==> src/rtl/imem_sequencer_pkg.sv <==
// Shared types and constants for the instruction-memory sequencer.
package imem_sequencer_pkg;

  localparam int ADDR_W = 8;
  localparam int INSN_W = 15;
  localparam int DEPTH  = 1 << ADDR_W;

  // Defaults: three fill cycles for a four-stage processor, fill word is add r0 = r0 + 0.
  localparam int unsigned         DEF_DRAIN_CYCLES = 3;
  localparam logic [INSN_W-1:0]   DEF_NOP_INSN     = 15'h0000;

  typedef enum logic [2:0] {
    ST_LOAD,
    ST_STANDBY,
    ST_RUN,
    ST_DRAIN,
    ST_DONE
  } seq_state_e;

  // True when pc addresses the final stored word; the length is one bit wider
  // than the pc so that a full 256-word program never wraps.
  function automatic logic is_last_addr(input logic [ADDR_W-1:0] pc,
                                        input logic [ADDR_W:0]   len);
    return ({1'b0, pc} == (len - (ADDR_W+1)'(1)));
  endfunction

endpackage

==> src/rtl/imem_sequencer_if.sv <==
// Host-side load/control bus and processor-side instruction port.
interface imem_sequencer_if;
  import imem_sequencer_pkg::*;

  logic              load_start;
  logic              load_valid;
  logic              load_ready;
  logic [INSN_W-1:0] load_insn;
  logic              load_last;
  logic              run_start;
  logic              halt;
  logic [ADDR_W-1:0] address_imem;
  logic [INSN_W-1:0] q_imem;
  logic              proc_reset;
  logic              done;
  logic [ADDR_W:0]   prog_len;

  // Host / controller side.
  modport master (
    output load_start, load_valid, load_insn, load_last, run_start, halt,
    input  load_ready, address_imem, q_imem, proc_reset, done, prog_len
  );

  // Sequencer side.
  modport slave (
    input  load_start, load_valid, load_insn, load_last, run_start, halt,
    output load_ready, address_imem, q_imem, proc_reset, done, prog_len
  );

endinterface

==> src/rtl/imem_store.sv <==
// Program storage: 256 x 15, synchronous write, asynchronous read so the
// instruction follows the program counter within the same cycle.
module imem_store
  import imem_sequencer_pkg::*;
(
  input  logic              clock,
  input  logic              we,
  input  logic [ADDR_W-1:0] waddr,
  input  logic [INSN_W-1:0] wdata,
  input  logic [ADDR_W-1:0] raddr,
  output logic [INSN_W-1:0] rdata
);

  logic [INSN_W-1:0] mem [DEPTH];

  // Write port; contents are deliberately not cleared by any reset.
  always_ff @(posedge clock) begin
    if (we) begin
      mem[waddr] <= wdata;
    end
  end

  assign rdata = mem[raddr];

endmodule

==> src/rtl/imem_sequencer.sv <==
// Loads a program into local storage, then replays it to a processor one word
// per cycle, followed by a NOP drain so the pipeline empties before done.
module imem_sequencer
  import imem_sequencer_pkg::*;
#(
  parameter int unsigned       DRAIN_CYCLES = DEF_DRAIN_CYCLES,
  parameter logic [INSN_W-1:0] NOP_INSN     = DEF_NOP_INSN
) (
  input logic             clock,
  input logic             reset,
  imem_sequencer_if.slave bus
);

  localparam int CNT_W = (DRAIN_CYCLES > 1) ? $clog2(DRAIN_CYCLES) : 1;
  // Counter preset on entry to DRAIN; DRAIN lasts until it has counted down through zero.
  localparam logic [CNT_W-1:0] DRAIN_LOAD = CNT_W'(DRAIN_CYCLES - 1);

  seq_state_e        state_q, state_d;
  logic [ADDR_W-1:0] wptr_q, wptr_d;
  logic [ADDR_W:0]   prog_len_q, prog_len_d;
  logic [ADDR_W-1:0] pc_q, pc_d;
  logic [CNT_W-1:0]  drain_cnt_q, drain_cnt_d;
  logic              load_ready_q, load_ready_d;
  logic              proc_reset_q, proc_reset_d;
  logic              done_q, done_d;
  logic              mem_we;
  logic [INSN_W-1:0] rd_data;

  imem_store u_store (
    .clock (clock),
    .we    (mem_we),
    .waddr (wptr_q),
    .wdata (bus.load_insn),
    .raddr (pc_q),
    .rdata (rd_data)
  );

  // Next-state logic; load_start outranks halt, which outranks run_start.
  always_comb begin
    state_d      = state_q;
    wptr_d       = wptr_q;
    prog_len_d   = prog_len_q;
    pc_d         = pc_q;
    drain_cnt_d  = drain_cnt_q;
    proc_reset_d = proc_reset_q;
    done_d       = done_q;
    mem_we       = 1'b0;

    if (bus.load_start) begin
      state_d      = ST_LOAD;
      wptr_d       = '0;
      prog_len_d   = '0;
      pc_d         = '0;
      drain_cnt_d  = '0;
      proc_reset_d = 1'b1;
      done_d       = 1'b0;
    end else begin
      case (state_q)
        ST_LOAD: begin
          if (bus.load_valid && load_ready_q) begin
            // The write is gated by reset so a word offered during reset is dropped.
            mem_we     = reset;
            wptr_d     = wptr_q + ADDR_W'(1);
            prog_len_d = prog_len_q + (ADDR_W+1)'(1);
            // Memory full ends the load even without load_last.
            if (bus.load_last || (wptr_q == '1)) begin
              state_d = ST_STANDBY;
            end
          end
        end
        ST_STANDBY, ST_DONE: begin
          if (bus.run_start) begin
            state_d      = ST_RUN;
            pc_d         = '0;
            proc_reset_d = 1'b0;
            done_d       = 1'b0;
          end
        end
        ST_RUN: begin
          if (bus.halt) begin
            state_d      = ST_DONE;
            pc_d         = '0;
            proc_reset_d = 1'b1;
            done_d       = 1'b1;
          end else if (is_last_addr(pc_q, prog_len_q)) begin
            // pc is held on the last address while the pipeline drains.
            if (DRAIN_CYCLES == 0) begin
              state_d      = ST_DONE;
              pc_d         = '0;
              proc_reset_d = 1'b1;
              done_d       = 1'b1;
            end else begin
              state_d     = ST_DRAIN;
              drain_cnt_d = DRAIN_LOAD;
            end
          end else begin
            pc_d = pc_q + ADDR_W'(1);
          end
        end
        ST_DRAIN: begin
          if (bus.halt || (drain_cnt_q == '0)) begin
            state_d      = ST_DONE;
            pc_d         = '0;
            proc_reset_d = 1'b1;
            done_d       = 1'b1;
          end else begin
            drain_cnt_d = drain_cnt_q - CNT_W'(1);
          end
        end
        default: begin
          state_d = ST_LOAD;
        end
      endcase
    end

    load_ready_d = (state_d == ST_LOAD);
  end

  // Single state register; all control outputs are registered alongside the state.
  always_ff @(posedge clock) begin
    if (!reset) begin
      state_q      <= ST_LOAD;
      wptr_q       <= '0;
      prog_len_q   <= '0;
      pc_q         <= '0;
      drain_cnt_q  <= '0;
      load_ready_q <= 1'b0;
      proc_reset_q <= 1'b1;
      done_q       <= 1'b0;
    end else begin
      state_q      <= state_d;
      wptr_q       <= wptr_d;
      prog_len_q   <= prog_len_d;
      pc_q         <= pc_d;
      drain_cnt_q  <= drain_cnt_d;
      load_ready_q <= load_ready_d;
      proc_reset_q <= proc_reset_d;
      done_q       <= done_d;
    end
  end

  assign bus.load_ready   = load_ready_q;
  assign bus.address_imem = pc_q;
  assign bus.q_imem       = (state_q == ST_RUN) ? rd_data : NOP_INSN;
  assign bus.proc_reset   = proc_reset_q;
  assign bus.done         = done_q;
  assign bus.prog_len     = prog_len_q;

endmodule

==> src/flat_wrapper.sv <==
// flat-port wrapper written by rule: the top's interface ports become plain ports
module imem_sequencer_flat import imem_sequencer_pkg::*;
#(
  parameter int unsigned       DRAIN_CYCLES = DEF_DRAIN_CYCLES,
  parameter logic [INSN_W-1:0] NOP_INSN     = DEF_NOP_INSN
)
  (clock, reset, bus_load_start, bus_load_valid, bus_load_insn, bus_load_last, bus_run_start, bus_halt, bus_load_ready, bus_address_imem, bus_q_imem, bus_proc_reset, bus_done, bus_prog_len);
  imem_sequencer_if bus_i ();
  input logic clock;
  input logic reset;
  input wire logic [$bits(bus_i.load_start)-1:0] bus_load_start;
  input wire logic [$bits(bus_i.load_valid)-1:0] bus_load_valid;
  input wire logic [$bits(bus_i.load_insn)-1:0] bus_load_insn;
  input wire logic [$bits(bus_i.load_last)-1:0] bus_load_last;
  input wire logic [$bits(bus_i.run_start)-1:0] bus_run_start;
  input wire logic [$bits(bus_i.halt)-1:0] bus_halt;
  output wire logic [$bits(bus_i.load_ready)-1:0] bus_load_ready;
  output wire logic [$bits(bus_i.address_imem)-1:0] bus_address_imem;
  output wire logic [$bits(bus_i.q_imem)-1:0] bus_q_imem;
  output wire logic [$bits(bus_i.proc_reset)-1:0] bus_proc_reset;
  output wire logic [$bits(bus_i.done)-1:0] bus_done;
  output wire logic [$bits(bus_i.prog_len)-1:0] bus_prog_len;
  assign bus_i.load_start = bus_load_start;
  assign bus_i.load_valid = bus_load_valid;
  assign bus_i.load_insn = bus_load_insn;
  assign bus_i.load_last = bus_load_last;
  assign bus_i.run_start = bus_run_start;
  assign bus_i.halt = bus_halt;
  assign bus_load_ready = bus_i.load_ready;
  assign bus_address_imem = bus_i.address_imem;
  assign bus_q_imem = bus_i.q_imem;
  assign bus_proc_reset = bus_i.proc_reset;
  assign bus_done = bus_i.done;
  assign bus_prog_len = bus_i.prog_len;
  imem_sequencer #(.DRAIN_CYCLES(DRAIN_CYCLES), .NOP_INSN(NOP_INSN)) u_core (.clock(clock), .reset(reset), .bus(bus_i));
endmodule
==> config.mk <==
export PLATFORM = sky130hd
export DESIGN_NAME = imem_sequencer_flat
export DESIGN_NICKNAME = d
export VERILOG_FILES = /design/src/rtl/imem_sequencer_pkg.sv /design/src/rtl/imem_sequencer_if.sv /design/src/rtl/imem_store.sv /design/src/rtl/imem_sequencer.sv /design/src/flat_wrapper.sv
export SDC_FILE = /design/constraint.sdc
export NUM_CORES = 2
export LEC_CHECK = 0
export BUFFER_PORTS_ARGS = -buffer_cell sky130_fd_sc_hd__buf_4
export CORE_MARGIN = 4
export CORE_UTILIZATION = 43
export CTS_CLUSTER_DIAMETER = 50
export DETAILED_ROUTE_END_ITERATION = 8
export GPL_ROUTABILITY_DRIVEN = 0
export SETUP_SLACK_MARGIN = 0.5
export SLEW_MARGIN = 20
export SYNTH_ARGS = -nofsm -noshare
export SYNTH_HDL_FRONTEND = slang
export SYNTH_SLANG_ARGS = --single-unit
==> constraint.sdc <==
create_clock -name clock -period 4.2 [get_ports clock]
set_input_delay 0.21 -clock clock [delete_from_list [all_inputs] [get_ports clock]]
set_output_delay 0.21 -clock clock [all_outputs]
set_load 0.02 [all_outputs]
==> results.json <==
{
  "cts-htree-levels": 5,
  "synth-edff-count": 3840,
  "postRouteWirelength_um": 421000,
  "via_per_inst": 6.06,
  "synth_top_area_share": 0.764,
  "timing.slew.headroom": 0.184,
  "wl_per_cell_um": 32.7,
  "postRouteAntennaNets": 0,
  "stdcell_count": 12900,
  "synth_seq_cells": 3881,
  "min_to": "u_core.state_q[1]",
  "syn_inst": 7100,
  "fp.dieW_um": 600,
  "finalPower_w": 0.0803,
  "hold_depth": 4,
  "violations": "setup timing",
  "clk_path_buf_depth": 4,
  "area_growth_pct": 17.5,
  "stdcell_area_um2": 177000,
  "critPathRequiredTime_ps": 3990,
  "worst_slack_ps": -337,
  "drcViolationCount": 0,
  "first_pass_iters": 7,
  "drv_slew": 0,
  "cts.sinks": 3881,
  "r2r-start": "u_core.state_q[1]",
  "drive_gt1_frac": 0.286,
  "ys_async_sr_fraction": 0,
  "place_area_um2": 160000,
  "cts_tree": "yes",
  "grtUsageTotal": 0.227,
  "fmax_ghz": 0.220,
  "criticalPathCategory": "reg2out",
  "overflow": 0,
  "antenna_found_initial": 27,
  "status": "finished with violations",
  "final-setup-viol-count": 15,
  "port_buffers": 56,
  "rows": 217,
  "dieHeight_um": 600,
  "first_iter_violations": 10800,
  "synth_commonest_cells": "edfxtp_1, mux4_2, mux2i_1, nor2_1, o221ai_1",
  "dp.cells": 11900,
  "num-fill-cells": 27100,
  "num_io_pins": 57,
  "die-area_um2": 361000,
  "dp_hpwl_um": 246000,
  "leakage_nw": 54.0,
  "via_count": 78000,
  "min-delay-start": "bus_load_start",
  "grt_pass1_wl_um": 589000,
  "rsz0062_at_grt": "true",
  "ys_types": 64,
  "yosysSeqAreaShare": 0.769,
  "yosysMostFrequentCell": "edfxtp_1",
  "yosysWarnings": 0,
  "period_minus_slack_ps": 4540,
  "timing_hold_violations_final": 0,
  "crit_fanout": 14,
  "synth-main-ff-cell": "edfxtp_1",
  "ys_top_cells_by_area": "edfxtp_1, mux4_2, mux2i_1",
  "worst_setup_hold_path_clk_slew_ps": 60,
  "layout.nets": 7935,
  "coreArea_um2": 349000,
  "synth_top_cell_by_area": "edfxtp_1",
  "max-cap-violations": 0,
  "root_buffer": "clkbuf_16",
  "worstMarginPinSlew_ps": 1220,
  "worst_setup_path_end_kind": "output pin",
  "start_kind": "register",
  "r2r_setup_slack_ps": 570,
  "grt_pass1_vias": 76400,
  "power_density_nw_per_um2": 453,
  "synth.avg_cell_area_um2": 21.3,
  "synthesis.area_um2": 151000,
  "insertion_delay_ps": 970,
  "hold_class": "in2reg",
  "vdd_drop_max_v": 0.000359,
  "reg2reg_to": "u_core.u_store.mem[120][2]",
  "cts_buffers": 414,
  "reg2reg_depth": 9,
  "initial_utilization": 0.432,
  "fin_crit_sh": 1.08,
  "arrival_ps": 4330,
  "synth_nets": 7130,
  "fin_skew_ps": 46.4,
  "grt_max_degree": 151
}
-- stage by stage --
step	worst slack (ps)	TNS (ps)	hold slack, ps	utilization
global placement	-962	-1580	450	0.457
floorplan	1140	0	309	-
detailed placement	114	0	451	0.457
finish	-337	-2700	119	0.508
global route	-334	-3520	134	0.508
CTS	-330	-3360	44.3	0.504
-- timing repair --
action | CTS | global route
gates resized for setup | 215 | 125
endpoints found under the setup margin | 15 | 15
endpoints found under the hold margin | 1371 | 0
buffers inserted | 38 | 36
pin swaps | 38 | 39
cloned | 35 | 16
hold buffers | 27 | 0
-- metal layers --
layer	GRT usage	up-vias	wire length [µm]
met5	0	-	90
met2	0.352	4011	197000
met1	0.325	41600	169000
met4	0.0741	14	15100
met3	0.0435	677	39000
li1	-	31700	-
-- logic make-up (layout without fill, tap and decap cells) --
logic type               count (synthesis)  count (layout)  share of synthesized area
AO/OA/AOI/OAI                          743             743                     0.0353
XOR/XNOR                                21              21                    0.00122
adder cells (fa/ha/maj)                  8               8                   0.000663
buffers and inverters                  427            1581                     0.0212
flip-flops                            3881            3881                      0.769
multiplexers                          1311            1311                      0.152
other                                    0               5                          0
AND/OR/NAND/NOR                        709             710                     0.0206
-- sequential cells by signal, indices dropped and copies added (netlist names), named ones only --
signal	flops
u_core.state_q	3
u_core.wptr_q	8
u_core.bus.address_imem	8
u_core.bus.done	1
u_core.drain_cnt_q	2
u_core.bus.load_ready	1
u_core.u_store.mem	3840
u_core.bus.proc_reset	1
u_core.bus.prog_len	9
-- how the worst max path moves through the flow --
| stage | from | slack, ps | depth (start not counted) | endpoint |
|---|---|---|---|---|
| after CTS | register | -330 | 10 | bus_q_imem[7] |
| final | register | -340 | 12 | bus_q_imem[14] |
| after detailed placement | register | 110 | 13 | bus_q_imem[14] |
| after global routing | register | -330 | 10 | bus_q_imem[7] |
| after global placement | register | -960 | 10 | bus_q_imem[7] |
| after floorplan | u_core.state_q[1] | 1140 | 8 | u_core.u_store.mem[251][0] |
-- cell type report --
type | instances | area [µm²] | share of cell area
sequential | 3881 | 116000 | 0.655
multi-input combinational | 2793 | 32700 | 0.185
timing repair buffer | 798 | 8790 | 0.0496
clock buffer | 490 | 10700 | 0.0605
clock inverter | 276 | 3110 | 0.0175
antenna | 5 | 12.5 | 0.0000705
inverter | 17 | 76.3 | 0.000430
tap | 4599 | 5750 | 0.0324
-- placed cells by master, fill, tap and decap left out, drive strengths merged, types with 12 or more instances in the layout --
cell / n
nor2: 342
mux4: 771
bufbuf: 15
mux2i: 540
nand4: 14
or4: 19
clkinv: 178
or3: 14
dlygate4sd3: 27
bufinv: 51
dfxtp: 41
inv: 43
a21oi: 128
a32oi: 19
o2111ai: 18
and2: 15
xor2: 12
a22oi: 53
nand2: 150
o22ai: 124
clkbuf: 505
edfxtp: 3840
buf: 741
and3: 13
clkinvlp: 21
o31ai: 14
o211ai: 26
a221oi: 13
nand3: 61
o21ai: 81
nor3: 54
o221ai: 231
-- critical path, stage by stage (launching register included) --
cell and delay, ps:
dfxtp_4 370, buf_12 160, bufbuf_16 310, buf_16 180
mux4_2 380, o22ai_1 80, nor3_2 390, nor3_1 110
buf_4 180, or4_4 630, o31ai_4 180, buf_6 220
buf_4 150
-- where the power goes --
part           leakage, nW  internal [W]  switching [W]
Sequential            34.8        0.0426     0.00000327
Combinational         12.4      0.000106       0.000768
Clock                 6.72        0.0215         0.0154
Total                 54.0        0.0642         0.0161
(Power assumes the default switching activity.)
